===== src/rtl/arm_code_writer.sv =====
`default_nettype none
// ============================================================================
// Module   : arm_code_writer
// Purpose  : Buffers translated ARM instruction words in a small FIFO and
//            drains them into code memory through a req/ack word-write
//            port with an auto-incrementing address. Back-pressures the
//            translator through in_ready. At the end of a method, done
//            pulses for one cycle once the flush drain has completed.
// Optional : CODE_LIMIT_EN - adds limit_addr/overflow; writes stop at
//            limit_addr and the remaining FIFO contents are dropped.
// Ports    : clk, reset      - clock, synchronous active-high reset
//            in_valid/in_inst/in_ready - translator word stream
//            base_load/base_addr - start address for the method (IDLE only)
//            flush           - end of method, drain then pulse done
//            mem_req/mem_addr/mem_wdata/mem_ack - code memory write port
//            busy, done, count - status; count = words acked since base_load
// Revision : 1.0 - initial release
// ============================================================================
module arm_code_writer #(
  parameter int DEPTH = 8,
  parameter int AW    = 16
) (
  input  logic          clk,
  input  logic          reset,
  input  logic          in_valid,
  input  logic [31:0]   in_inst,
  output logic          in_ready,
  input  logic          base_load,
  input  logic [AW-1:0] base_addr,
  input  logic          flush,
  output logic          mem_req,
  output logic [AW-1:0] mem_addr,
  output logic [31:0]   mem_wdata,
  input  logic          mem_ack,
  output logic          busy,
  output logic          done,
  output logic [AW-1:0] count
`ifdef CODE_LIMIT_EN
  ,
  input  logic [AW-1:0] limit_addr,
  output logic          overflow
`endif
);

  localparam int PW = (DEPTH > 1) ? $clog2(DEPTH) : 1;

  typedef enum logic [1:0] {
    IDLE  = 2'd0,
    RUN   = 2'd1,
    FLUSH = 2'd2,
    DONE  = 2'd3
  } state_t;

  state_t        state, state_next;
  logic [31:0]   fifo_mem [DEPTH];
  // Pointers carry one extra wrap bit so full and empty are distinguishable.
  logic [PW:0]   wr_ptr, rd_ptr;
  logic [AW-1:0] wr_addr, word_count;
  logic          empty, full, one_left;
  logic          push, pop, drain_done;
  logic          stall_req, stop_in, discard;

`ifdef CODE_LIMIT_EN
  logic limit_hit;
  assign limit_hit = !empty && (wr_addr == limit_addr);
  assign stall_req = limit_hit || overflow;
  assign stop_in   = overflow;
  assign discard   = overflow;

  always_ff @(posedge clk) begin
    if (reset) begin
      overflow <= 1'b0;
    end else if (state == IDLE && base_load) begin
      overflow <= 1'b0;
    end else if (limit_hit) begin
      overflow <= 1'b1;
    end
  end
`else
  assign stall_req = 1'b0;
  assign stop_in   = 1'b0;
  assign discard   = 1'b0;
`endif

  assign empty    = (wr_ptr == rd_ptr);
  assign full     = (wr_ptr[PW] != rd_ptr[PW]) && (wr_ptr[PW-1:0] == rd_ptr[PW-1:0]);
  assign one_left = ((wr_ptr - rd_ptr) == (PW+1)'(1));

  // No bypass: a full FIFO refuses input even when a pop happens this cycle.
  assign in_ready  = !full && (state != FLUSH) && (state != DONE) && !stop_in;
  assign push      = in_valid && in_ready;
  assign mem_req   = !empty && (state != IDLE) && !stall_req;
  assign pop       = mem_req && mem_ack;
  assign mem_wdata = fifo_mem[rd_ptr[PW-1:0]];
  assign mem_addr  = wr_addr;
  assign count     = word_count;
  assign busy      = (state != IDLE) || !empty;
  assign done      = (state == DONE);

  // Looks one pop ahead so done follows the last ack by exactly one cycle;
  // a discarding FIFO is empty by the next cycle as well.
  assign drain_done = empty || (one_left && pop) || discard;

  always_comb begin
    state_next = state;
    case (state)
      IDLE: begin
        if (push) begin
          state_next = flush ? FLUSH : RUN;
        end else if (flush) begin
          state_next = empty ? DONE : FLUSH;
        end
      end
      RUN: begin
        if (flush) state_next = FLUSH;
      end
      FLUSH: begin
        if (drain_done) state_next = DONE;
      end
      DONE: begin
        state_next = IDLE;
      end
      default: state_next = IDLE;
    endcase
  end

  always_ff @(posedge clk) begin
    if (reset) begin
      state      <= IDLE;
      wr_ptr     <= '0;
      rd_ptr     <= '0;
      wr_addr    <= '0;
      word_count <= '0;
    end else begin
      state <= state_next;
      if (push) wr_ptr <= wr_ptr + (PW+1)'(1);
      if (discard) begin
        rd_ptr <= wr_ptr;
      end else if (pop) begin
        rd_ptr <= rd_ptr + (PW+1)'(1);
      end
      if (state == IDLE && base_load) begin
        wr_addr    <= base_addr;
        word_count <= '0;
      end else if (pop) begin
        wr_addr    <= wr_addr + AW'(1);
        word_count <= word_count + AW'(1);
      end
    end
  end

  // Storage needs no reset: pointers alone define which entries are live.
  always_ff @(posedge clk) begin
    if (push) fifo_mem[wr_ptr[PW-1:0]] <= in_inst;
  end

endmodule
`default_nettype wire

===== config.mk =====
export PLATFORM = sky130hd
export DESIGN_NAME = arm_code_writer
export DESIGN_NICKNAME = d
export VERILOG_FILES = /design/src/rtl/arm_code_writer.sv
export SDC_FILE = /design/constraint.sdc
export NUM_CORES = 1
export LEC_CHECK = 0
export CAP_MARGIN = 20
export CORE_MARGIN = 2
export CORE_UTILIZATION = 51
export DETAILED_ROUTE_END_ITERATION = 6
export PLACE_DENSITY = 0.76
export SLEW_MARGIN = 20
export SYNTH_ARGS = -nofsm -noshare
export SYNTH_HDL_FRONTEND = slang
export SYNTH_SLANG_ARGS = --single-unit

===== constraint.sdc =====
create_clock -name clk -period 5.6 [get_ports clk]
set_clock_uncertainty 0.15 [all_clocks]
set_input_delay 1.12 -clock clk [delete_from_list [all_inputs] [get_ports clk]]
set_output_delay 1.12 -clock clk [all_outputs]
set_load 0.03 [all_outputs]

======== Yosys cells after proc, flatten, opt, wreduce, memory -nomap -nowiden ========
Memories as Yosys holds them, arrays and structs flattened. A register that Yosys moved wholly into a read port is not among the register bits.
Cells that the tools add are included.
word-level totals
  register bits ........................... 42
  bits in latches ......................... 0
  memory bits (writable) .................. 256
  memory bits (read-only) ................. 0
  input bits .............................. 54
  output and inout bits ................... 68
  logic and storage cells ................. 53
  memories kept ........................... 1
memories
  memory    words  bits a word  rd ports  clocked after memory_dff  wr ports  RTL line  RTL
  fifo_mem  8      32           1         1                         1         55        logic [31:0] fifo_mem [DEPTH];
operators by class
  $add $sub $neg .......................... 5
  multiply operators ...................... 0
  divide/modulo/power cells ............... 0
  magnitude comparators ................... 0
  equality and inequality tests ........... 12
  shifts and indexed selects .............. 0
  mux-type cells .......................... 13
  bitwise gates (word level) .............. 0
  reductions and logical operators ........ 17
operator list
  kind                   number
  $add 16x1->16 const B  2
  $mux 16                2
  $mux 2                 5
  $add 4x1->4 const B    2
  $logic_and 1x1->1      8
  $ne 2x2->1 const B     4
  $pmux 2 s4             1
  $mux 3                 2
  $eq 2x2->1 const B     2
  $eq 4x1->1 const B     1
  $eq 4x4->1             1
  $reduce_bool 2->1      2
  $sub 4x4->4            1
  $eq 3x3->1             1
  $mux 1                 3
  $ne 3x3->1 const B     1
  $reduce_and 3->1       1
  $eq 2x1->1 const B     1
  $logic_not 1->1        2
  $logic_not 2->1        1
  $logic_or 1x1->1       2
  $reduce_or 2->1        1
  $ne 1x1->1             1

======== Logic depth before layout (Yosys ltp) ========
Gate-level depths: netlist of the first run.
  depth after elaboration ................. 8
  depth in mapped cells ................... 9
  gate-level depth less buffers ........... 8

======== Worst setup path before layout of the first run ========
No wires, ideal clock.
  path type ............................... input port to flip-flop
  start point ............................. input in_valid
  end point ............................... memory fifo_mem[0][0] (enable)
  setup time .............................. 502 ps
  arrival time ............................ 4798 ps
  data required time ...................... 4948 ps
  path slack .............................. 150 ps
  cell stages on the path ................. 3
  cell sequence ........................... nor3b_1 o21ai_0 nor4_1
on the way
  word-level cells in the longest chain between the ends .. 3
RTL lines
  element                       RTL line  RTL
  start, declared               25        input logic in_valid,
  $logic_and 1x1->1             91        assign push = in_valid && in_ready;
  $mux 1                        154       if (push) fifo_mem[wr_ptr[PW-1:0]] <= in_inst;
  $mux 1 (not written as such)  154
  end, declared                 55
Every way passes these cells.

==> results of run 1 <==
## through the flow
step	area (µm²)	hold WS [ns]
after floorplan	11980	0.3647
after global placement	13620	0.3535
after detailed placement	13620	0.3644
after CTS	14650	0.3883
after global routing	14670	0.4074
final	14670	0.3828
## flip-flops by register name (all words and copies together), names as in the netlist, named ones only
| register | cells |
|---|---|
| rd_ptr | 4 |
| fifo_mem | 256 |
| wr_ptr | 4 |
| mem_addr | 16 |
| count | 16 |
| state | 2 |
## cell type report
cell class | count | area (µm²) | share of cell area [%]
Sequential cell | 301 | 8594 | 58.59
Multi-Input combinational cell | 309 | 3289 | 22.43
Timing Repair Buffer | 131 | 1326 | 9.042
Clock buffer | 33 | 783.3 | 5.340
Tap cell | 319 | 399.1 | 2.721
Clock inverter | 22 | 241.5 | 1.646
Inverter | 9 | 33.78 | 0.2303
## routing by layer
| layer | track usage [%] | wire length (µm) | vias to the layer above |
|---|---|---|---|
| li1 | - | - | 2860 |
| met1 | 26.48 | 9760 | 3268 |
| met2 | 33.25 | 12200 | 269 |
| met3 | 4.626 | 1872 | 32 |
| met4 | 4.416 | 355 | 2 |
| met5 | 0 | 13 | - |
## cells in the mapped netlist, types with 11 or more instances
cell type  number
a211oi_1       13
clkbuf_1       19
dfxtp_1        45
edfxtp_1      256
ha_1           12
mux2_2         36
mux4_2         64
nand2_1        21
nand3_1        11
nor2_1         43
xnor2_1        15
xor2_1         14
## cell families after synthesis
family          after synthesis  share of synthesized area, %
mux                         103                         15.67
simple gates                120                         4.848
flops                       301                         71.71
buf+inv                      37                         1.233
xor+xnor                     30                         2.257
fa+ha+maj                    13                         1.421
compound gates               43                         2.863
## report_power, final
| group | internal [mW] | switching [mW] |
|---|---|---|
| clock network | 1.23 | 0.813 |
| registers | 2.61 | 0.130 |
| logic | 0.614 | 0.720 |
| total | 4.46 | 1.66 |
## final timing paths
check,startpoint,depth (start not counted),slack (ns),end
worst min register to register,mem_addr[15],2,0.38,mem_addr[15]
worst max-delay path,flip-flop,4,1.10,mem_wdata[5]
worst min-delay path,mem_addr[15],2,0.38,mem_addr[15]
worst max register to register,wr_ptr[0],6,2.15,fifo_mem[7][22]
## tightest hold or removal path, cell delays in order, from the launching register on
cell	delay [ns]
dfxtp_1	0.32
o21ai_0	0.07
a311oi_1	0.09
==> flow_summary_export.csv, run 1 <==
group,metric,value,unit
layout,final_common_cell,"edfxtp_1",
setup_path,cp-end-kind,"output port",
clock_network,path_clk_slew,0.06,ns
sta,worstMarginPinSlew,1.056,ns
route,drcViolationCount,0,
setup_path,cp_data_arrival_time,3.23,ns
clock_network,cts_buffers,30,
sta,min_period,4.500,ns
placed_design,dpl.cell_count,1068,
route,wl,24.20,mm
clock_network,post_cts_buffers,0,
global_routing,grt_pass1_vias,6657,
clock_network,clockBufferDepth,3,
sta,relSlewSlack,29.46,%
global_routing,grt_use_total,19.76,%
clock_network,h-tree-depth,1,
global_routing,grt_pass1_wl,37.30,mm
global_routing,grt_remaining_overflow,0,
setup_path,critPathSlowestCell,"dfxtp_4",
placed_design,gp_congestion,0.8201,
clock_network,clock_latency,0.53,ns
sta,hold_viol,0,
clock_network,cts_tree,"yes",
placed_design,dp_slack,1.357,ns
synth,netlist_instances,647,
route,drt-wirelength-per-cell,21.53,µm
route,antenna_left,0,
route,via_per_inst,5.722,
synth,yosysTopAreaCellShare,64.19,%
route,drtIter0Drc,447,
synth,yosys.cell_types.count,44,
setup_path,cp_data_required_time,4.33,ns
synth,async_flop_share,0,%
flow_run,drv_cap,0,
layout,n_antenna_cell,0,
setup_path,crit_type,"reg -> out",
clock_network,cts-resized-gates,0,
placed_design,portBuffers,121,
layout,postLayoutCoreUtil,63.05,%
floorplan,row_count,56,
floorplan,initial_core_util,51.48,%
floorplan,io_pins,122,
sta,fin_setup_tns,0,ns
layout,drive_gt1_share,21.37,%
setup_path,critPathLaunchType,"flip-flop",
synth,yosysWarnings,0,
pwr,fin_total_pwr,6.120,mW
global_routing,antenna_found_initial,1,
setup_path,cp_max_fo,43,
synth,syn_area_per_cell,18.51,µm²
setup_path,crit_buf_inv,2,
clock_network,ctsHoldBuffers,0,
sta,post-route-period-util,80.36,%
clock_network,cts-root-buf,"clkbuf_16",
floorplan,dieArea,0.02472,mm²
sta,finalMaxSlewViolations,0,
floorplan,die_y,157.2,µm
floorplan,die_x,157.2,µm
layout,final_cells,1124,
hold_path,hp-class,"reg -> reg",
outcome,status,"finished, final reports clean",
pwr,vdd_drop_max,0.2286,mV
synth,synth-seq-cells,301,
route,vias,6431,
setup_path,slowest_delay,0.92,ns
pwr,p_per_area,417.2,mW/mm²
clock_network,cts.sinks,301,
global_routing,grt_start_max_net_pins,44,
synth,synth-edff-count,256,
setup_path,crit_chain,"buf_12 -> mux4_2 -> mux2_2 -> clkdlybuf4s50_1",
sta,setup_viol,0,
synth,synthesis.nets,714,
synth,synth_top_area_cell,"edfxtp_1",
setup_path,cpLargestDelayFamily,"flip-flops",
sta,fmax,222.2,MHz
floorplan,core,0.02326,mm²
route,dr.pass1.iters,7,
synth,synthFlopType,"edfxtp_1",
sta,setup_slack,1.100,ns
pwr,leakage,4.609,nW
synth,netlist_top_cells_area,"edfxtp_1 (64%), mux4_2 (12%), dfxtp_1 (7.5%)",
layout,fill_cells,1600,
synth,synth.yosys.seq_area_share,71.71,%
placed_design,dp_hpwl,13.77,mm
layout,syn_to_final_growth,22.47,%
layout,nets,849,
sta,rsz0062_at_grt,"false",
layout,layout_common_cells,"edfxtp_1 (256), clkdlybuf4s50_1 (120), mux4_2 (64)",
synth,synth.cell_area,0.01198,mm²
No activity file was read; power rests on OpenSTA's default activity.
==> inputs of run 2 (changes only) <==
==> constraint.sdc (replaced) <==
create_clock -name clk -period 3.9 [get_ports clk]
set_clock_uncertainty 0.15 [all_clocks]
set_input_delay 0.78 -clock clk [delete_from_list [all_inputs] [get_ports clk]]
set_output_delay 0.78 -clock clk [all_outputs]
set_load 0.03 [all_outputs]
==> run 2 against run 1 <==
Total power up 46%. Hold slack better by 0.0041 ns. Sequential cell count unchanged. Sequential share of layout area down 0.79 points. Clock power up 48%. Global-route usage down 0.37 points. Die area unchanged. First-iteration DRC count up 3.4%. Register-to-register slack worse by 1.3 ns. Sequential power up 42%.
==> flow_summary_export.csv, run 2 (synthesized netlist as in run 1, its figures left out) <==
group,metric,value,unit
sta,min_period,3.780,ns
clock_network,path_clk_slew,0.06,ns
hold_path,min_to,"mem_addr[15]",
global_routing,antenna_found_initial,2,
floorplan,row_count,56,
route,antenna_left,0,
setup_path,cp_max_fo,7,
route,drt-wirelength-per-cell,20.71,µm
layout,nets,857,
sta,setup_viol,0,
clock_network,cts.sinks,301,
setup_path,cpLargestDelayFamily,"buffers and inverters",
layout,largest_register_ff_count,256,
placed_design,dp_slack,0.5502,ns
clock_network,clockBufferDepth,3,
sta,finalMaxSlewViolations,0,
floorplan,dieArea,0.02472,mm²
global_routing,grt_pass1_wl,36.98,mm
sta,relSlewSlack,30.31,%
setup_path,crit_chain,"inv_1 -> ha_1 -> nand3_1 -> buf_4 -> nor2_1 -> nand2_1 -> clkdlybuf4s50_1",
setup_path,r2r_setup_slack,0.85,ns
setup_path,reg2reg_to,"fifo_mem[4][0]",
setup_path,critPathSlowestCell,"clkdlybuf4s50_1",
sta,post-route-period-util,96.93,%
hold_path,whs_path_depth,2,
clock_network,cts_buffers,30,
setup_path,cp_data_required_time,2.97,ns
route,vias,6404,
setup_path,cp-end-kind,"output port",
layout,drive_gt1_share,21.65,%
floorplan,initial_core_util,51.48,%
floorplan,core,0.02326,mm²
setup_path,worstRegToRegCells,7,
route,drtIter0Drc,462,
clock_network,clock_latency,0.54,ns
pwr,p_per_area,601.2,mW/mm²
route,dr.pass1.iters,5,
layout,layout_common_cells,"edfxtp_1 (256), clkdlybuf4s50_1 (120), mux4_2 (64)",
route,wl,23.49,mm
setup_path,slowest_delay,0.61,ns
layout,final_common_cell,"edfxtp_1",
floorplan,die_y,157.2,µm
global_routing,grt_pass1_vias,6783,
placed_design,gp_congestion,0.8345,
sta,setup_slack,0.1198,ns
clock_network,cts_tree,"yes",
setup_path,cp_data_arrival_time,2.85,ns
sta,rsz0062_at_grt,"false",
pwr,vdd_drop_max,0.3249,mV
layout,syn_to_final_growth,24.15,%
clock_network,ctsHoldBuffers,0,
global_routing,grt_start_max_net_pins,65,
route,drcViolationCount,0,
hold_path,hp-class,"reg -> reg",
placed_design,dp_hpwl,13.85,mm
sta,hold_viol,0,
sta,fmax,264.5,MHz
setup_path,worstReg2RegStart,"wr_ptr[0]",
pwr,fin_total_pwr,8.940,mW
sta,worstMarginPinSlew,1.034,ns
layout,multiInputGateArea,0.003304,mm²
floorplan,io_pins,122,
floorplan,die_x,157.2,µm
clock_network,cts-root-buf,"clkbuf_16",
layout,fill_cells,1621,
route,via_per_inst,5.647,
hold_path,min-delay-start,"mem_addr[15]",
global_routing,grt_remaining_overflow,0,
placed_design,portBuffers,121,
flow_run,drv_cap,0,
clock_network,h-tree-depth,1,
setup_path,critPathLaunchType,"flip-flop",
global_routing,grt_use_total,19.39,%
setup_path,crit_path_start,"wr_ptr[0]",
setup_path,crit_type,"reg -> out",
layout,regArea,0.008594,mm²
outcome,status,"finished, final reports clean",
pwr,leakage,4.687,nW
setup_path,crit_buf_inv,3,
run 2: area by class of cell:
cell class                 instances  share of cell area [%]
sequential                       301                   57.80
multi-input combinational        309                   22.22
timing repair buffer             139                   9.912
clock buffer                      36                   5.343
tap                              319                   2.684
clock inverter                    19                   1.775
inverter                           9                  0.2272
antenna                            2                 0.03366
run 2: stage by stage:
step                      TNS (ns)  hold WS [ns]  utilization [%]  cell area [µm²]  std cells
after floorplan             -35.34        0.3647                -            11990        647
after global placement           0        0.3559            59.34            13800       1077
after detailed placement         0        0.3655            59.34            13800       1077
after CTS                        0        0.3914            63.89            14860       1132
after global routing             0        0.4101            63.90            14860       1132
final                            0        0.3869            63.92            14870       1134
run 2: worst register-to-register path: cells and delay by family (launching register included):
kind	cells	cell delay (ns)
compound gates	1	0.39
flops	1	0.55
fa+ha+maj	1	0.34
buf+inv	2	0.38
simple gates	3	0.92
run 2: routing by layer:
layer / up-vias / routed length (µm) / track usage (%)
met5: - / 0 / 0
met4: 0 / 357 / 3.896
met3: 34 / 1526 / 3.882
met2: 218 / 11930 / 34.25
met1: 3270 / 9671 / 25.16
li1: 2882 / - / -
run 2: what timing repair did:
| action | CTS | global route |
|---|---|---|
| hold endpoints to repair | 0 | 0 |
| setup buffers | 0 | 0 |
| setup endpoints to repair | 0 | 1 |
| gates resized for setup | 0 | 1 |
run 2: report_power, final:
| part | total, mW | leakage, nW | switching (mW) | internal (mW) |
|---|---|---|---|---|
| combinational | 2.02 | 1.48 | 1.09 | 0.929 |
| sequential | 3.88 | 2.69 | 0.138 | 3.75 |
| clock | 3.04 | 0.515 | 1.13 | 1.90 |
| total | 8.94 | 4.69 | 2.36 | 6.58 |
run 2: worst max path at each step:
| stage | cells past startpoint | slack (ns) | end |
|---|---|---|---|
| after floorplan | 3 | -0.37 | fifo_mem[2][0] |
| after global placement | 6 | 0.59 | fifo_mem[4][22] |
| after detailed placement | 6 | 0.55 | fifo_mem[4][22] |
| after CTS | 5 | 0.07 | in_ready |
| after global routing | 7 | 0.03 | busy |
| final | 7 | 0.12 | busy |
